`src/rtl/exe_pkg.sv`:
```
// Shared types and constants for the execute stage: ALU op codes, NZCV flags,
// E/M bubble values and the multiplier FSM states.
package exe_pkg;

    typedef enum logic [3:0] {
        OP_ADD = 4'b0000,
        OP_SUB = 4'b0001,
        OP_AND = 4'b0010,
        OP_OR  = 4'b0011,
        OP_XOR = 4'b0100,
        OP_SHL = 4'b0101,
        OP_SHR = 4'b0110,
        OP_CMP = 4'b0111,
        OP_MUL = 4'b1000,
        OP_MOV = 4'b1001
    } alu_op_t;

    typedef struct packed {
        logic n;
        logic z;
        logic c;
        logic v;
    } flags_t;

    localparam logic        BUBBLE_CTL  = 1'b0;
    localparam logic [3:0]  BUBBLE_SCR  = 4'b0000;
    localparam logic [31:0] BUBBLE_DATA = 32'h0000_0000;

    typedef enum logic {
        IDLE = 1'b0,
        BUSY = 1'b1
    } mul_state_t;

endpackage

```
`src/rtl/exe_stage_seq_mul.sv`:
```
// Iterative shift-add multiplier (low WIDTH bits of a*b, unsigned), one step per clock.
// Only instantiated by exe_stage when EXE_MUL_EN is defined.
module seq_mul
    import exe_pkg::*;
#(
    parameter int WIDTH      = 32,
    parameter int MUL_CYCLES = 32
) (
    input  logic             clk,
    input  logic             rst_n,
    input  logic             start,
    input  logic [WIDTH-1:0] a,
    input  logic [WIDTH-1:0] b,
    input  logic             flush,
    output logic             busy,
    output logic             last,
    output logic [WIDTH-1:0] result
);
    localparam int CNT_W = $clog2(MUL_CYCLES);

    mul_state_t       state, state_nxt;
    logic [CNT_W-1:0] cnt;
    logic [WIDTH-1:0] acc, mcand, mplier, addend;

    always_ff @(posedge clk) begin
        if (!rst_n) state <= IDLE;
        else        state <= state_nxt;
    end

    always_comb begin
        state_nxt = state;
        case (state)
            IDLE:    if (start && !flush) state_nxt = BUSY;
            BUSY:    if (flush || cnt == '0) state_nxt = IDLE;
            default: state_nxt = IDLE;
        endcase
    end

    // The load edge does no arithmetic; the last of MUL_CYCLES steps is folded into result.
    always_ff @(posedge clk) begin
        if (state == IDLE && start) begin
            acc    <= '0;
            mcand  <= a;
            mplier <= b;
            cnt    <= CNT_W'(MUL_CYCLES - 1);
        end else if (state == BUSY && cnt != '0) begin
            acc    <= acc + addend;
            mcand  <= mcand << 1;
            mplier <= mplier >> 1;
            cnt    <= cnt - 1'b1;
        end
    end

    assign addend = mplier[0] ? mcand : '0;
    assign result = acc + addend;
    assign busy   = (state == BUSY);
    assign last   = busy && (cnt == '0);

endmodule

```
`src/rtl/exe_stage.sv`:
```
// Execute stage: ALU, NZCV flag register, branch resolution and the E/M pipeline register.
// Define EXE_MUL_EN to build the iterative multiplier; without it ALU op MUL is undefined.
module exe_stage
    import exe_pkg::*;
#(
    parameter int WIDTH      = 32,
    parameter int MUL_CYCLES = 32
) (
    input  logic             clk,
    input  logic             rst_n,
    input  logic             flush_M,
    input  logic             pcload_E,
    input  logic             regw_E,
    input  logic             memw_E,
    input  logic             regmem_E,
    input  logic             branch_E,
    input  logic             ALUope_E,
    input  logic             flag_E,
    input  logic [3:0]       ALUctrl_E,
    input  logic [3:0]       regScr_E,
    input  logic [WIDTH-1:0] regA_E,
    input  logic [WIDTH-1:0] regB_E,
    input  logic [WIDTH-1:0] inm_E,
    output logic             stall_E,
    output logic             pcsel_E,
    output logic [WIDTH-1:0] target_E,
    output logic [3:0]       flags_o,
    output logic             regw_M,
    output logic             memw_M,
    output logic             regmem_M,
    output logic [3:0]       regScr_M,
    output logic [WIDTH-1:0] aluout_M,
    output logic [WIDTH-1:0] wdata_M
);
    localparam int SH_W = $clog2(WIDTH);

    if (MUL_CYCLES != WIDTH) begin : g_cfg_check
        $error("exe_stage: MUL_CYCLES must equal WIDTH");
    end

    alu_op_t          alu_op;
    flags_t           flags_q, flags_nxt;
    logic [WIDTH-1:0] opb, alu_res, sub_diff;
    logic [WIDTH:0]   add_full;
    logic             carry, ovf, op_def, flag_upd;

    assign alu_op   = alu_op_t'(ALUctrl_E);
    assign opb      = ALUope_E ? inm_E : regB_E;
    assign add_full = {1'b0, regA_E} + {1'b0, opb};
    assign sub_diff = regA_E - opb;

`ifdef EXE_MUL_EN
    logic             is_mul, mul_start, mul_busy, mul_last;
    logic [WIDTH-1:0] mul_result;

    assign is_mul    = (alu_op == OP_MUL);
    assign mul_start = is_mul & ~mul_busy & ~flush_M;
    // Stall from the accept cycle until the last iteration, which retires the result.
    assign stall_E   = (is_mul & ~mul_busy) | (mul_busy & ~mul_last);

    seq_mul #(.WIDTH(WIDTH), .MUL_CYCLES(MUL_CYCLES)) u_seq_mul (
        .clk    (clk),
        .rst_n  (rst_n),
        .start  (mul_start),
        .a      (regA_E),
        .b      (opb),
        .flush  (flush_M),
        .busy   (mul_busy),
        .last   (mul_last),
        .result (mul_result)
    );
`else
    assign stall_E = 1'b0;
`endif

    always_comb begin
        alu_res = '0;
        carry   = flags_q.c;
        ovf     = flags_q.v;
        op_def  = 1'b1;
        case (alu_op)
            OP_ADD: begin
                alu_res = add_full[WIDTH-1:0];
                carry   = add_full[WIDTH];
                ovf     = (regA_E[WIDTH-1] == opb[WIDTH-1]) & (add_full[WIDTH-1] != regA_E[WIDTH-1]);
            end
            OP_SUB, OP_CMP: begin
                alu_res = sub_diff;
                carry   = (regA_E >= opb);
                ovf     = (regA_E[WIDTH-1] != opb[WIDTH-1]) & (sub_diff[WIDTH-1] != regA_E[WIDTH-1]);
            end
            OP_AND: alu_res = regA_E & opb;
            OP_OR:  alu_res = regA_E | opb;
            OP_XOR: alu_res = regA_E ^ opb;
            OP_SHL: alu_res = regA_E << opb[SH_W-1:0];
            OP_SHR: alu_res = regA_E >> opb[SH_W-1:0];
`ifdef EXE_MUL_EN
            OP_MUL: alu_res = mul_result;
`else
            OP_MUL: op_def = 1'b0;
`endif
            OP_MOV: alu_res = opb;
            default: op_def = 1'b0;
        endcase
        flags_nxt.n = alu_res[WIDTH-1];
        flags_nxt.z = (alu_res == '0);
        flags_nxt.c = carry;
        flags_nxt.v = ovf;
    end

    assign flag_upd = flag_E & op_def;
    assign flags_o  = flags_q;
    assign target_E = alu_res;
    // Branch sees the flags as they stood before this instruction updates them.
    assign pcsel_E  = ~stall_E & (pcload_E | (branch_E & flags_q.z));

    // E/M boundary: flush and stall both insert a bubble and leave the flags untouched.
    always_ff @(posedge clk) begin
        if (!rst_n) begin
            regw_M   <= BUBBLE_CTL;
            memw_M   <= BUBBLE_CTL;
            regmem_M <= BUBBLE_CTL;
            regScr_M <= BUBBLE_SCR;
            aluout_M <= WIDTH'(BUBBLE_DATA);
            wdata_M  <= WIDTH'(BUBBLE_DATA);
            flags_q  <= '0;
        end else if (flush_M || stall_E) begin
            regw_M   <= BUBBLE_CTL;
            memw_M   <= BUBBLE_CTL;
            regmem_M <= BUBBLE_CTL;
            regScr_M <= BUBBLE_SCR;
            aluout_M <= WIDTH'(BUBBLE_DATA);
            wdata_M  <= WIDTH'(BUBBLE_DATA);
        end else begin
            regw_M   <= regw_E & (alu_op != OP_CMP);
            memw_M   <= memw_E;
            regmem_M <= regmem_E;
            regScr_M <= regScr_E;
            aluout_M <= alu_res;
            wdata_M  <= regB_E;
            if (flag_upd) flags_q <= flags_nxt;
        end
    end

endmodule
```
`config.mk`:
```
export PLATFORM = sky130hd
export DESIGN_NAME = exe_stage
export DESIGN_NICKNAME = d
export VERILOG_FILES = /design/src/rtl/exe_pkg.sv /design/src/rtl/exe_stage_seq_mul.sv /design/src/rtl/exe_stage.sv
export SDC_FILE = /design/constraint.sdc
export NUM_CORES = 1
export LEC_CHECK = 0
export ABC_AREA = 0
export CAP_MARGIN = 20
export CORE_UTILIZATION = 55
export DETAILED_ROUTE_END_ITERATION = 8
export MAX_ROUTING_LAYER = met4
export PLACE_DENSITY = 0.86
export SLEW_MARGIN = 20
export SYNTH_ARGS = -nofsm -noshare
export SYNTH_HDL_FRONTEND = slang
export SYNTH_SLANG_ARGS = --single-unit
```
`constraint.sdc`:
```
create_clock -name clk -period 7.1 [get_ports clk]
set_input_delay 1.065 -clock clk [delete_from_list [all_inputs] [get_ports clk]]
set_output_delay 1.065 -clock clk [all_outputs]
set_load 0.05 [all_outputs]
```
==> summary.md <==
| Metric | Value |
|---|---|
| VDD IR max | 0.1040 mV |
| Worst Setup Start Kind | input port |
| Library cells used by synthesis | 99 |
| Final period util | 96.29% |
| Vias in the first global route | 14065 |
| CTS sink cnt | 75 |
| Layout cell share with drive strength beyond 1 | 13.90% |
| Worst Hold Class | register to register |
| Final hold vios | 0 |
| Max cap viols | 0 |
| Total CTS buffers | 9 |
| Area leader, netlist | dfxtp_1 |
| Synthesized instance count | 1555 |
| GP Congestion | 1.217 |
| Total power | 2.579 mW |
| Core outline area | 0.02209 sq mm |
| Combinational power share | 61.3% |
| Post-CTS Resized | 0 |
| WL final | 60.05 mm |
| DR iter-0 viols | 2815 |
| GRT Overall Usage | 51.72% |
| Post-Synthesis Cell Area | 0.01254 sq mm |
| CTS tree | yes |
| Clk root buf | clkbuf_16 |
| Syn_area_per_cell | 8.063 sq um |
| Worst path arrival time | 5.77 ns |
| Initial antenna violation count | 2 |
| FMAX | 146.3 MHz |
| Setup Viol. Count Final | 0 |
| Failing checks | design-rule violations |
| Ys Warns | 0 |
| Post-synth top cells | 129 x nor2_1, 118 x ha_1, 105 x a21oi_1 |
| Flop pwr share | 17.3% |
| IO Pins | 223 |
| Worst EP required | 6.03 ns |
| Critical R2R Launch | flags_o[0]$_SDFFE_PN0P_ |
| Num rows | 54 |
| Flops & latches, synth | 75 |
| Final layout net count | 1971 |
| Synth top area cells | dfxtp_1 12%, ha_1 12%, mux4_2 12% |
| Worst r2r dst | flags_o[0]$_SDFFE_PN0P_ |
| Post-route antenna net violation count | 0 |
| PwrDens | 165.6 mW/mm^2 |
| Post-CTS setup buffer count | 0 |
| Die Footprint | 0.02340 sq mm |
| Worst-path fanout max | 15 |
| Run status | finished, violations left |
| Die X | 153.0 um |
| Clk_skew | 0 ns |
| R2r setup slk | 6.26 ns |
| Drt wl/cell | 29.69 um |
| Syn Nets | 1789 |
| Via Count | 15095 |
| Min Tclk post-route | 6.836 ns |
| Sequential fraction of the synthesis area | 11.97% |
| NetSw | 1.224 mW |
| HPWL after DPL | 46.70 mm |
| Most frequent cell after synthesis | nor2_1 |
| Depth of the most critical reg-to-reg path | 3 |
| Grt met1 use | 65.21% |
| Worst setup EP type | primary output |
| P_int | 1.355 mW |
| Clock Latency Late Sink | 0.36 ns |
| Final Max Tran Viols | 0 |
| Clk buf depth | 2 |
| Post-synth EDFFs | 0 |
| Hold slack | 0.4799 ns |
| Post-synth top flop | dfxtp_1 |
| Post-synth top area share | 11.97% |
| Leak pwr | 6.407 nW |
| Largest net degree at the start of global routing | 56 |
| Critical path endpoint | target_E[23] |
| Most used routing layer | met2 |
| Met2 GRT Util | 72.24% |
| Detailed Routing Iterations Pass 1 | 9 |
| RSZ-0062 raised after global routing | no |
| Post-synth ARST share | 0% |
| Met3 Use GR | 20.56% |
| First-pass GRT wire length | 88.73 mm |
| Switching Share | 47.45% |
| I/O Buffers | 221 |
| CTS hold repair buffers | 0 |
| Crit path kind | input port to primary output |
| Vias per Instance | 7.462 |
| Worst-margin pin slew | 1.070 ns |
| Initial Util | 56.75% |
| CP startpoint | ALUope_E |
| Area Overhead vs Synth | 24.21% |
| Clock share of power | 21.4% |
| Setup TNS | 0 ns |
| Max-slew headroom | 28.69% |
| Height of the die | 153.0 um |
| Clock transition at path regs | 0.06 ns |
| Residual DRC | 7 |
| H-tree Lvls | 3 |
| Final Util | 70.49% |
| Gr ovfl total | 0 |
[how the worst min path moves through the flow]
| stage | endpoint | cells after the start | startpoint | slack (ns) |
|---|---|---|---|---|
| after CTS | flags_o[3]$_SDFFE_PN0P_ | 2 | flags_o[3]$_SDFFE_PN0P_ | 0.46 |
| after global placement | flags_o[3]$_SDFFE_PN0P_ | 2 | flags_o[3]$_SDFFE_PN0P_ | 0.45 |
| final | flags_o[2]$_SDFFE_PN0P_ | 2 | flags_o[2]$_SDFFE_PN0P_ | 0.48 |
| after floorplan | flags_o[3]$_SDFFE_PN0P_ | 2 | flags_o[3]$_SDFFE_PN0P_ | 0.67 |
| after detailed placement | flags_o[3]$_SDFFE_PN0P_ | 2 | flags_o[3]$_SDFFE_PN0P_ | 0.45 |
| after global routing | flags_o[3]$_SDFFE_PN0P_ | 2 | flags_o[3]$_SDFFE_PN0P_ | 0.51 |
[per-stage QoR]
stage,setup WS (ns),cell area [sq um],std cells
detailed placement,0.5199,15200,2005
floorplan,0.3786,12540,1555
global route,0.1155,15570,2023
CTS,0.4949,15540,2020
finish,0.2637,15570,2023
global placement,0.5971,15200,2005
[worst max-delay path: stages]
cell and delay [ns]:
buf_2 0.48, mux2i_1 0.65, ha_1 0.52, or4bb_1 0.57
nor2_1 0.11, o21a_1 0.21, o211ai_1 0.19, a2111oi_0 0.57
buf_4 0.22, nor3_1 0.05, nor4b_1 0.55, o211ai_1 0.32
buf_12 0.24
[cell type report]
| cell class | instances | area (sq um) |
|---|---|---|
| diodes | 2 | 5.005 |
| clock buffers | 9 | 225.2 |
| clock inverters | 6 | 112.6 |
| fillers | 1742 | 6520 |
| inverters | 101 | 384.1 |
| multi-input cells | 1248 | 10090 |
| flip-flops and latches | 75 | 1501 |
| well taps | 280 | 350.3 |
| repair buffers | 302 | 2908 |
[state kept, by name, summed over array words and instances, names as in the netlist]
name,count
memw_M,1
flags_o,4
regw_M,1
regScr_M,4
aluout_M,32
regmem_M,1
wdata_M,32
[logic make-up after synthesis]
kind of cell             share of synthesized area (%)
other                                          0.02991
buffers and inverters                            7.973
multiplexers                                     20.42
AO/OA/AOI/OAI                                    26.45
flip-flops                                       11.97
XOR/XNOR                                         1.607
adder cells (fa/ha/maj)                          12.09
AND/OR/NAND/NOR                                  19.45
[layer usage]
metal | wire length, um | vias up
met5 | 0 | -
met4 | 3563 | 0
met3 | 10570 | 390
met2 | 23910 | 1529
met1 | 22010 | 6946
li1 | - | 6230
[cells in the final DEF (no fill, tap or decap), drive strengths merged, types with 13 or more instances in the layout]
cell type | Yosys | layout
o22ai | 36 | 36
a211oi | 29 | 29
ha | 118 | 118
nand2 | 100 | 100
inv | 100 | 101
mux4 | 67 | 67
a21o | 14 | 14
or3 | 13 | 13
mux2 | 15 | 15
a21oi | 105 | 105
a221oi | 15 | 15
o21a | 13 | 13
buf | 53 | 103
mux2i | 82 | 82
nand3 | 28 | 28
xnor2 | 18 | 18
a31oi | 16 | 16
o221ai | 27 | 27
o21ai | 62 | 62
nor2 | 129 | 129
nand2b | 21 | 21
nor4 | 17 | 17
o211ai | 23 | 23
clkdlybuf4s50 | 0 | 199
nor3 | 27 | 27
and2 | 59 | 59
nand4 | 13 | 13
dfxtp | 75 | 75
o21bai | 16 | 16
[power groups by stage]
stage	logic [mW]	registers (mW)	clock network, mW
3_5_place_dp	1.50	0.456	0
5_1_grt	1.62	0.447	0.572
3_3_place_gp	1.48	0.455	0
6_report	1.58	0.446	0.553
2_1_floorplan	0.878	0.527	0
4_1_cts	1.50	0.446	0.553
(Power assumes the default switching activity.)
